==> src/rtl/sisp_pipe_pkg.sv <==
// ---------------------------------------------------------------------------
// sisp_pipe_pkg
// Shared types for the SISP core pipeline stage registers.
//   ctrl_t         : packed control bundle carried from decode to execute
//   CTRL_NOP       : all-zero control word (a bubble that writes nothing)
//   stage_state_t  : occupancy state of a skid-buffered stage register
// ---------------------------------------------------------------------------
package sisp_pipe_pkg;

  localparam int PKG_ALUC_W = 2;

  typedef struct packed {
    logic                  regWrite;
    logic                  aluSrc;
    logic                  pcSrc;
    logic                  memToReg;
    logic                  memWrite;
    logic [PKG_ALUC_W-1:0] aluControl;
  } ctrl_t;

  localparam ctrl_t CTRL_NOP = '0;

  // EMPTY: nothing held; BUSY: main entry only; FULL: main plus skid entry
  typedef enum logic [1:0] {
    EMPTY = 2'd0,
    BUSY  = 2'd1,
    FULL  = 2'd2
  } stage_state_t;

endpackage

==> src/rtl/pipe_skid_buf.sv <==
// ---------------------------------------------------------------------------
// pipe_skid_buf
// Generic one-entry skid buffer with valid/ready handshake on both sides.
// The "main" register feeds the output; the "skid" register catches the one
// payload that arrives while the output is stalled, so in_ready can be a
// flop instead of a combinational function of out_ready.
// Ports:
//   clk, rst        : clock (rising edge), async active-high reset
//   flush           : synchronous discard of all held entries
//   in_valid/in_ready/in_data    : upstream handshake and payload
//   out_valid/out_ready/out_data : downstream handshake and payload
// ---------------------------------------------------------------------------
import sisp_pipe_pkg::*;

module pipe_skid_buf #(
  parameter int W = 8
) (
  input  logic         clk,
  input  logic         rst,
  input  logic         flush,
  input  logic         in_valid,
  output logic         in_ready,
  input  logic [W-1:0] in_data,
  output logic         out_valid,
  input  logic         out_ready,
  output logic [W-1:0] out_data
);

  stage_state_t state;
  logic [W-1:0] main_q;
  logic [W-1:0] skid_q;
  logic         up_xfer;
  logic         dn_xfer;

  // Both handshakes use only registered signals on this side, so neither
  // in_ready nor out_valid has a combinational path through the stage.
  assign up_xfer  = in_valid && in_ready;
  assign dn_xfer  = out_valid && out_ready;
  assign out_data = main_q;

  // Occupancy FSM. out_valid and in_ready are registered alongside the
  // state so they always agree with it: out_valid is "state != EMPTY" and
  // in_ready is "state != FULL". Flush wins over any transfer that cycle.
  // The skid entry only ever moves into main, never past it, which keeps
  // the stage strictly first-in first-out.
  always_ff @(posedge clk or posedge rst) begin
    if (rst) begin
      state     <= EMPTY;
      main_q    <= '0;
      skid_q    <= '0;
      out_valid <= 1'b0;
      in_ready  <= 1'b1;
    end else if (flush) begin
      state     <= EMPTY;
      skid_q    <= '0;
      out_valid <= 1'b0;
      in_ready  <= 1'b1;
    end else begin
      case (state)
        EMPTY: begin
          if (up_xfer) begin
            main_q    <= in_data;
            out_valid <= 1'b1;
            state     <= BUSY;
          end
        end
        BUSY: begin
          if (up_xfer && dn_xfer) begin
            main_q <= in_data;
          end else if (dn_xfer) begin
            out_valid <= 1'b0;
            state     <= EMPTY;
          end else if (up_xfer) begin
            skid_q   <= in_data;
            in_ready <= 1'b0;
            state    <= FULL;
          end
        end
        FULL: begin
          if (dn_xfer) begin
            main_q   <= skid_q;
            skid_q   <= '0;
            in_ready <= 1'b1;
            state    <= BUSY;
          end
        end
        default: begin
          out_valid <= 1'b0;
          in_ready  <= 1'b1;
          state     <= EMPTY;
        end
      endcase
    end
  end

endmodule

==> src/rtl/idex_skid_stage.sv <==
// ---------------------------------------------------------------------------
// idex_skid_stage
// Decode-to-execute stage register for the 24-bit SISP core. Wraps a
// pipe_skid_buf around the packed decode payload, forces the control word
// to NOP whenever the stage holds no valid instruction, and keeps a
// saturating count of cycles the execute stage spent stalling us.
// Ports:
//   clk, rst                 : clock (rising edge), async active-high reset
//   flush                    : synchronous kill of held entries (branch taken)
//   id_valid / id_ready      : decode-side handshake (id_ready registered)
//   rd1, rd2, extend, ra3, opcode, ctrl_in : decode payload
//   ex_valid / ex_ready      : execute-side handshake
//   src_a, src_b, ext_imm, wa3_e, opcode_e, ctrl_e : execute payload
//   stall_cnt                : cycles with ex_valid && !ex_ready, saturating
// ---------------------------------------------------------------------------
import sisp_pipe_pkg::*;

module idex_skid_stage #(
  parameter int DATA_W      = 24,
  parameter int RA_W        = 4,
  parameter int OPC_W       = 4,
  parameter int ALUC_W      = 2,
  parameter int STALL_CNT_W = 16
) (
  input  logic                   clk,
  input  logic                   rst,
  input  logic                   flush,
  input  logic                   id_valid,
  output logic                   id_ready,
  input  logic [DATA_W-1:0]      rd1,
  input  logic [DATA_W-1:0]      rd2,
  input  logic [DATA_W-1:0]      extend,
  input  logic [RA_W-1:0]        ra3,
  input  logic [OPC_W-1:0]       opcode,
  input  ctrl_t                  ctrl_in,
  output logic                   ex_valid,
  input  logic                   ex_ready,
  output logic [DATA_W-1:0]      src_a,
  output logic [DATA_W-1:0]      src_b,
  output logic [DATA_W-1:0]      ext_imm,
  output logic [RA_W-1:0]        wa3_e,
  output logic [OPC_W-1:0]       opcode_e,
  output ctrl_t                  ctrl_e,
  output logic [STALL_CNT_W-1:0] stall_cnt
);

  // Five single-bit control flags plus the ALU control field.
  localparam int CTRL_W = 5 + ALUC_W;
  localparam int PAY_W  = 3 * DATA_W + RA_W + OPC_W + CTRL_W;

  logic [PAY_W-1:0]  pay_in;
  logic [PAY_W-1:0]  pay_out;
  logic [CTRL_W-1:0] ctrl_raw;
  logic [CTRL_W-1:0] ctrl_pack;

  assign ctrl_pack = ctrl_in;
  assign pay_in    = {rd1, rd2, extend, ra3, opcode, ctrl_pack};

  pipe_skid_buf #(
    .W(PAY_W)
  ) u_skid (
    .clk       (clk),
    .rst       (rst),
    .flush     (flush),
    .in_valid  (id_valid),
    .in_ready  (id_ready),
    .in_data   (pay_in),
    .out_valid (ex_valid),
    .out_ready (ex_ready),
    .out_data  (pay_out)
  );

  assign {src_a, src_b, ext_imm, wa3_e, opcode_e, ctrl_raw} = pay_out;

  // Bubble gating: the data fields may hold stale values after a consume or
  // flush, but the control word must never let a bubble write the register
  // file or memory, so it is zeroed whenever the stage is not valid.
  always_comb begin
    ctrl_e = CTRL_NOP;
    if (ex_valid) begin
      ctrl_e = ctrl_t'(ctrl_raw);
    end
  end

  // Stall counter for performance debug. It counts every cycle the execute
  // stage refuses a valid entry, sticks at all-ones rather than wrapping so
  // a long stall is never misread as a short one, and is deliberately left
  // alone by flush so it accumulates across branches.
  always_ff @(posedge clk or posedge rst) begin
    if (rst) begin
      stall_cnt <= '0;
    end else if (ex_valid && !ex_ready && (stall_cnt != {STALL_CNT_W{1'b1}})) begin
      stall_cnt <= stall_cnt + 1'b1;
    end
  end

endmodule
==> config.mk <==
export PLATFORM = sky130hd
export DESIGN_NAME = idex_skid_stage
export DESIGN_NICKNAME = d
export VERILOG_FILES = /design/src/rtl/sisp_pipe_pkg.sv /design/src/rtl/pipe_skid_buf.sv /design/src/rtl/idex_skid_stage.sv
export SDC_FILE = /design/constraint.sdc
export NUM_CORES = 1
export LEC_CHECK = 0
export CORE_ASPECT_RATIO = 1.1
export CORE_UTILIZATION = 43
export CTS_BUF_LIST = sky130_fd_sc_hd__clkbuf_16
export DETAILED_ROUTE_END_ITERATION = 6
export GPL_TIMING_DRIVEN = 0
export PLACE_DENSITY = 0.69
export RECOVER_POWER = 25
export SYNTH_ARGS = -nofsm -noshare
export SYNTH_HDL_FRONTEND = slang
export SYNTH_SLANG_ARGS = --single-unit
==> constraint.sdc <==
create_clock -name clk -period 7.8 [get_ports clk]
set_input_delay 0.78 -clock clk [delete_from_list [all_inputs] [get_ports clk]]
set_output_delay 0.78 -clock clk [all_outputs]
set_load 0.03 [all_outputs]
==> results.tsv <==
metric	value	unit
drive_above_1_share	19.03	%
min_period	3.319	ns
endpoint_kind	asynchronous set/reset pin	
die_x	144.3	um
hold_path.class	reg -> reg	
avgRoutedWirePerCell	14.44	um
max_cap_violations	1	
seq_area_frac_synth	50.72	%
cts_hold_buf	0	
switching_power	1.401	mW
grt_first_pass_wirelength	36580	um
async_reset_ff_share	100.0	%
relSlewSlack	-118.4	%
dr.pass1.iters	5	
ys_ff_latch	194	
clock-sinks	194	
core_area	21580	um^2
grt_pass1_vias	7129	
rsz0062_at_grt	no	
vias	7400	
gp_congestion	0.7936	
antenna_found_initial	1	
cts_tree	done	
yosys_most_used_dff	dfrtp_1	
dp_hpwl	15540	um
whs	0.4669	ns
die_area	22870	um^2
criticalPathCategory	in -> async	
pwr-share-clk	22.1	%
synth_edf_count	0	
ys_types	42	
fmax	301.3	MHz
syn_to_final_growth	30.72	%
critPathRequiredTime	8.29	ns
status	finished, violations left	
power	4.061	mW
fin_skew	0.009386	ns
seq_power_share	35.4	%
startpoint_type	input pin	
fp.dieH	158.5	um
clkLatencyLatePin	0.43	ns
start_util	44.36	%
grt_usage	20.61	%
synthCells	1033	
violations	max-capacitance violations, max-slew violations	
cts_buffer_depth	2	
clk_pin_slew	0.07	ns
peakVddDrop	0.1904	mV
setup_viol	0	
first_iter_violations	293	
p_per_area	324.5	nW/um^2
crit_fanout	122	
core.rowCount	56	
final_nets	1341	
slew_violations	73	
io_pins	197	
postCtsSetupRepairBufs	0	
root_buffer	clkbuf_16	
antenna_cells	0	
cp.arrival	3.81	ns
p_sw_share	34.49	%
p_int	2.660	mW
ant_nets	0	
worst_pin_slew	3.258	ns
p_comb_share	42.6	%
gr-total-overflow	0	
totalWireLength	22390	um
drcViolationCount	0	
finalHoldViolations	0	
p_leak	6.187	nW
yosys_warnings	0	
cts_resized	0	
netlist_area	9574	um^2
syn_area_per_cell	9.268	um^2
syn-num-nets	1126	
finalCritPeriodShare	42.55	%
port_buffers	195	
via_per_inst	4.771	
cts_buffers	17	
htree_levels	4	
grt_start_max_net_pins	123	
worst max-delay path, stage by stage:
cell	delay (ns)
dlygate4sd3_1	0.55
clkinvlp_2	1.84
buf_16	0.47
layout by cell type (no fill, tap or decap), drive strengths merged, types with 5 or more instances in the layout:
cell type / n
and2: 8
buf: 125
clkbuf: 36
clkdlybuf4s50: 193
dfrtp: 193
inv: 9
mux2: 88
nand2: 444
nand3: 90
nand4: 7
nor2: 5
nor3: 7
xor2: 11
final timing paths:
check / from / to / slack, ns / depth (start not counted)
min in group asynchronous: rst / u_skid.out_data[37] / 1.77 / 2
hold reg to reg: u_skid.skid_q[18] / u_skid.skid_q[18] / 0.47 / 2
setup reg to reg: u_skid.in_ready / u_skid.out_data[30] / 5.49 / 7
setup / recovery: rst / u_skid.skid_q[73] / 4.48 / 3
hold / removal: u_skid.skid_q[18] / u_skid.skid_q[18] / 0.47 / 2
max in group clk: u_skid.out_valid / ctrl_e[6] / 4.89 / 3
synth_stat cells (2+ instances only):
| cell | count | area share [%] |
|---|---|---|
| nand2_1 | 443 | 17 |
| dfrtp_1 | 193 | 50 |
| buf_4 | 90 | 7.1 |
| nand3_1 | 90 | 4.7 |
| mux2_2 | 58 | 6.8 |
| mux2_4 | 27 | 4.2 |
| buf_2 | 20 | 1.0 |
| clkbuf_1 | 17 | 0.67 |
| xor2_1 | 11 | 1.0 |
| and2_1 | 8 | 0.52 |
| buf_1 | 7 | 0.27 |
| nand4_1 | 7 | 0.46 |
| nor3_1 | 7 | 0.37 |
| buf_6 | 5 | 0.59 |
| nor2_1 | 5 | 0.20 |
| nand2b_1 | 4 | 0.26 |
| nor4_1 | 4 | 0.26 |
| xnor2_1 | 4 | 0.37 |
| a21oi_1 | 3 | 0.16 |
| and3_1 | 3 | 0.20 |
| buf_12 | 3 | 0.63 |
| mux2_1 | 3 | 0.35 |
| inv_1 | 2 | 0.078 |
sequential cells by signal (all words and copies together), names as in the netlist:
signal / cells
u_skid.out_data: 87
u_skid.in_ready: 1
u_skid.state: 2
u_skid.out_valid: 1
u_skid.skid_q: 87
stall_cnt: 16
cells by family after synthesis:
logic type	after synthesis	share of synthesized area [%]
DFF	194	50.72
AOI/OAI and AO/OA	11	1.006
buffers and inverters	145	10.39
muxes	89	11.51
xor gates and xnor gates	15	1.372
and+or+nand+nor	578	24.87
adders and majority gates	1	0.1307
metrics by stage:
stage / cells / setup WS, ns / utilization (%) / TNS, ns / instance area, um^2
finish: 1551 / 4.481 / 58.00 / 0 / 12520
detailed placement: 1519 / 4.705 / 55.25 / 0 / 11920
global route: 1551 / 3.956 / 58.00 / 0 / 12520
CTS: 1551 / 4.838 / 58.04 / 0 / 12520
global placement: 1518 / -1.047 / 55.09 / -200.23 / 11890
floorplan: 1033 / 1.738 / - / 0 / 9574
layout make-up:
class                           instances  area (um^2)
Sequential cell                       194         4856
Clock inverter                         15        175.2
Buffer                                143        984.7
Clock buffer                           17        425.4
Multi-Input combinational cell        694         3724
Inverter                                2        8.758
Timing Repair Buffer                  196         1979
Fill cell                            1981         9065
Tap cell                              290        362.8
power groups by stage:
stage / Combinational, mW / Sequential [mW] / Clock, mW
2_1_floorplan: 1.15 / 1.44 / 0
3_3_place_gp: 1.72 / 1.45 / 0
3_5_place_dp: 1.74 / 1.46 / 0
4_1_cts: 1.75 / 1.44 / 0.918
5_1_grt: 1.84 / 1.47 / 0.958
6_report: 1.73 / 1.44 / 0.896
layer usage:
metal	track usage, %	part of all wire [%]	vias to the layer above	wire [um]
li1	-	-	3662	-
met1	28.46	46	3559	10360
met2	33.13	48	165	10750
met3	4.451	4.9	14	1097
met4	4.612	0.81	0	182
met5	0	0	-	0
Note: power is estimated with default switching activity, not from simulation.
